[config.mk]
export PLATFORM = sky130hd
export DESIGN_NAME = acc_alu_core
export DESIGN_NICKNAME = d
export VERILOG_FILES = /design/src/rtl/acc_alu_core.sv
export SDC_FILE = /design/constraint.sdc
export NUM_CORES = 1
export LEC_CHECK = 0
export ABC_AREA = 1
export CAP_MARGIN = 10
export CORE_UTILIZATION = 50
export CTS_CLUSTER_DIAMETER = 100
export DETAILED_ROUTE_END_ITERATION = 16
export GPL_ROUTABILITY_DRIVEN = 1
export PLACE_DENSITY = 0.8
export SLEW_MARGIN = 30
export SYNTH_ARGS = -nofsm -noshare
export SYNTH_HDL_FRONTEND = slang
export SYNTH_SLANG_ARGS = --single-unit
[constraint.sdc]
create_clock -name clk -period 5.8 [get_ports clk]
set_clock_uncertainty 0.15 [all_clocks]
set_input_delay 1.16 -clock clk [delete_from_list [all_inputs] [get_ports clk]]
set_output_delay 1.16 -clock clk [all_outputs]
set_load 0.005 [all_outputs]
[src/rtl/acc_alu_core.sv]
// -----------------------------------------------------------------------------
// acc_alu_core
//
// Single-accumulator 8-bit datapath. Each cycle the block decodes one
// instruction, computes ACC <op> IMM4 combinationally, and can write the
// result back into the accumulator on the next rising clock edge.
//
// Instruction word:
//   instr[7:5] opcode   000 ADD, 001 MUL, 010 AND, 011 OR, 100 NOT,
//                       101/110/111 PASS
//   instr[4]   write_en 1 = commit alu_result into ACC on the next edge
//   instr[3:0] imm      zero-extended to 8 bits as operand B
//
// Ports:
//   clk        in   1  system clock, rising-edge active
//   rst_n      in   1  asynchronous active-low reset, clears ACC
//   instr      in   8  instruction word (used combinationally)
//   alu_result out  8  combinational result for current instr and ACC
//   acc_out    out  8  registered accumulator contents
//   status     out  8  {opcode[2:0], write_en, 2'b00, ovf, zero}
//
// Flow control: there is no valid/ready handshake. Every cycle carries an
// instruction; an instruction with write_en=0 is a pure query of the ALU
// and leaves the accumulator untouched.
// -----------------------------------------------------------------------------
module acc_alu_core (
  input  logic       clk,
  input  logic       rst_n,
  input  logic [7:0] instr,
  output logic [7:0] alu_result,
  output logic [7:0] acc_out,
  output logic [7:0] status
);

  typedef enum logic [2:0] {
    OP_ADD  = 3'b000,
    OP_MUL  = 3'b001,
    OP_AND  = 3'b010,
    OP_OR   = 3'b011,
    OP_NOT  = 3'b100,
    OP_PASS = 3'b101
  } opcode_e;

  logic [7:0]  acc;
  logic [2:0]  opcode;
  logic        write_en;
  logic [7:0]  operand_b;
  logic [8:0]  sum;
  logic [11:0] product;
  logic        ovf;
  logic        zero;

  // Decode fields.
  assign opcode    = instr[7:5];
  assign write_en  = instr[4];
  assign operand_b = {4'b0000, instr[3:0]};

  // Widened arithmetic so carry / product overflow are visible.
  // 8-bit ACC times 4-bit immediate never needs more than 12 bits.
  assign sum     = {1'b0, acc} + {1'b0, operand_b};
  assign product = {4'b0000, acc} * {8'h00, instr[3:0]};

  // ALU: every opcode value maps to a defined result; 101..111 all pass ACC.
  always_comb begin
    alu_result = acc;
    ovf        = 1'b0;
    case (opcode)
      OP_ADD: begin
        alu_result = sum[7:0];
        ovf        = sum[8];
      end
      OP_MUL: begin
        alu_result = product[7:0];
        ovf        = |product[11:8];
      end
      OP_AND:  alu_result = acc & operand_b;
      OP_OR:   alu_result = acc | operand_b;
      OP_NOT:  alu_result = ~acc;
      default: alu_result = acc;
    endcase
  end

  assign zero = (alu_result == 8'h00);

  // Flags are not stored; status reflects only the current instr and ACC.
  assign status = {opcode, write_en, 2'b00, ovf, zero};

  // Accumulator register.
  always_ff @(posedge clk or negedge rst_n) begin
    if (!rst_n) begin
      acc <= 8'h00;
    end else if (write_en) begin
      acc <= alu_result;
    end
  end

  assign acc_out = acc;

endmodule

==> flow_summary.toml <==
[outcome]
status = "complete, no violations"

[global_route]
grt_usage = 0.2709
antenna_found_initial = 0
grt_first_pass_wirelength_um = 9404
grt_pass1_vias = 2118
overflow = 0
grt_max_degree = 14

[setup_path]
max_stage_delay_ps = 540
crit_family = "adder cells"
endpoint_kind = "primary output"
worstPathRequired_ps = 4490
path_cells = "dlygate4sd2_1, buf_4, nand2_1, fa_1, inv_1, fa_1, fa_2, nand2_1, inv_1, nor3_1, nor2_1, nand3_1, buf_4, clkdlybuf4s50_1"
crit_fanout = 4
cp-start-kind = "input port"
worst-setup-path-type = "input port to primary output"
r2r_cells = 16
path_buf_inv = 6
r2r_start = "acc_out[3]$_DFFE_PN0P_"
reg2reg_slack_ps = 2510
cp_slowest_cell = "fa_1"
crit_arrival_ps = 4290
reg2reg_to = "acc_out[7]$_DFFE_PN0P_"

[logic_synthesis]
yosysSeqAreaShare = 0.08954
postSynthAreaPerCell_um2 = 5.868
yosysWarnings = 0
synthCells = 381
synth_seq_cells = 8
synth_area_um2 = 2236
synth.distinct_cells = 29

[clocking]
cts_tree = "yes"
cts_hold_buf = 0
cts-root-buf = "clkbuf_8"
clk_path_buf_depth = 2
cts_made_buffers = 3
cts.sinks = 8
h-tree-depth = 1
clkTransAtPathRegs_ps = 50
clk_latency_ps = 240

[hold_path]
hp-class = "register to register"
holdPathEnd = "acc_out[7]$_DFFE_PN0P_"
min_path_cells = 2
hp-start = "acc_out[7]$_DFFE_PN0P_"

[routing]
drc = 0
drt_iter0_drc = 187
avgViaCountPerCell = 5.000
top_layer_used = "met4"
antenna_left = 0
met2_length_um = 2891
drtPass1Iterations = 4
routed-wl-met3_um = 278
num_vias = 2375
drt_wl_total_um = 5855
wl_per_cell_um = 12.33
wl_met1_um = 2639

[pwr]
comb_power_share = 0.743
clock_power_share = 0.107
p_int_uw = 366.8
leakagePower_uw = 0.001723
seqPwrFrac = 0.150
power.switching_uw = 333.0
ir_drop_uv = 160.5
switching_share = 0.4758
power.density_nw_per_um2 = 248.4

[floorplanning]
fp.dieH_um = 68.87
core_um2 = 4144
initial_core_util = 0.5396
die_area_um2 = 4743
ios = 34
rows = 23
die_w_um = 68.87

[final_layout]
syn_to_final_growth_pct = 26.02
antenna_cells = 0
finalInstanceArea_um2 = 2818
layout_commonest_cell = "nand2_1"
fin_util = 0.6800
fill_cells = 381
nets = 475
final_layout_size_suffix_gt1_frac = 0.1388
largest_reg_flops = 8
layout_common_cells = "130 x nand2_1, 76 x inv_1, 31 x nand3_1"
ff_latch_area_um2 = 200.2
multiInputGateArea_um2 = 1700

[sta]
hold_viol = 0
post-route-period-util = 0.9647
maxSlewViolCount = 0
setup_viol = 0
min_period_ps = 5595
fmax_ghz = 0.1787
fin_setup_tns_ps = 0

[placement]
place_area_um2 = 2710
gp_congestion = 0.8609
port_buffers = 31
dpl.hpwl_um = 4874

[flow_run]
drv_cap = 0
==> per-stage QoR <==
step	power (uW)	setup slack [ps]	hold WS, ps	cells
finish	699.8	204.6	547.6	475
global placement	579.6	-246.8	514.7	472
global route	781.4	-8.891	569.1	475
detailed placement	593.0	-303.0	543.3	472
CTS	697.7	47.05	550.7	475
floorplan	403.4	683.3	444.2	382
==> worst register-to-register path: cells and delay by family (launching register included) <==
family	cells	cell delay (ps)
compound gates	1	40
fa+ha+maj	4	1590
buf+inv	4	320
flops	1	480
simple gates	7	570
==> kinds of logic after synthesis <==
kind of cell             share of synthesized area
buffers and inverters                       0.1779
other                                     0.001677
adder cells (fa/ha/maj)                     0.2529
flip-flops                                 0.08953
XOR/XNOR                                  0.003918
AND/OR/NAND/NOR                             0.4147
AO/OA/AOI/OAI                              0.05932
==> power by group through the flow <==
stage	registers [uW]	logic [uW]	clock network, uW
6_report	105	520	74.6
5_1_grt	108	597	76.5
4_1_cts	104	519	75.2
3_5_place_dp	105	488	0
3_3_place_gp	104	475	0
2_1_floorplan	83.4	320	0
==> worst max path at each step <==
stage	to	slack (ps)	from	cells after the start
after floorplan	status[1]	680	instr[3]	15
after global placement	status[1]	-250	instr[3]	16
after detailed placement	status[1]	-300	instr[3]	16
after CTS	status[0]	50	instr[3]	20
after global routing	alu_result[6]	-9	instr[3]	17
final	alu_result[4]	200	instr[3]	14
==> final cells by class <==
| type | count | share of cell area |
|---|---|---|
| Tap cell | 50 | 0.02220 |
| Multi-Input combinational cell | 277 | 0.6035 |
| Clock buffer | 3 | 0.01465 |
| Sequential cell | 8 | 0.07105 |
| Timing Repair Buffer | 57 | 0.1821 |
| Inverter | 80 | 0.1066 |
==> cell usage after synthesis, drive strengths merged <==
| library cell | n | area [um2] |
|---|---|---|
| inv | 80 | 300.3 |
| or2 | 2 | 12.52 |
| dfrtp | 8 | 200.2 |
| xnor2 | 1 | 8.760 |
| nand3 | 31 | 155.2 |
| clkbuf | 6 | 22.52 |
| nor3 | 1 | 5.000 |
| nand3b | 7 | 60.06 |
| o21ai | 14 | 73.82 |
| nand2 | 136 | 520.5 |
| fa | 12 | 240.2 |
| nand4 | 4 | 25.02 |
| ha | 26 | 325.3 |
| buf | 11 | 75.07 |
| o21bai | 1 | 7.510 |
| nor2 | 31 | 148.9 |
| conb | 1 | 3.750 |
| a21oi | 8 | 43.79 |
| a21boi | 1 | 7.510 |
==> timing repair <==
item                                    4_1_cts  5_1_grt
setup buffers                                 0        0
gates resized for setup                      11        8
pin swaps                                     1        0
endpoints found under the setup margin        7        5
==> layer usage <==
metal	vias to the layer above	GRT usage
li1	1229	-
met1	1067	0.3327
met2	73	0.5012
met3	6	0.04112
met4	0	0.04082
met5	-	0
Note: power is estimated with default switching activity, not from simulation.
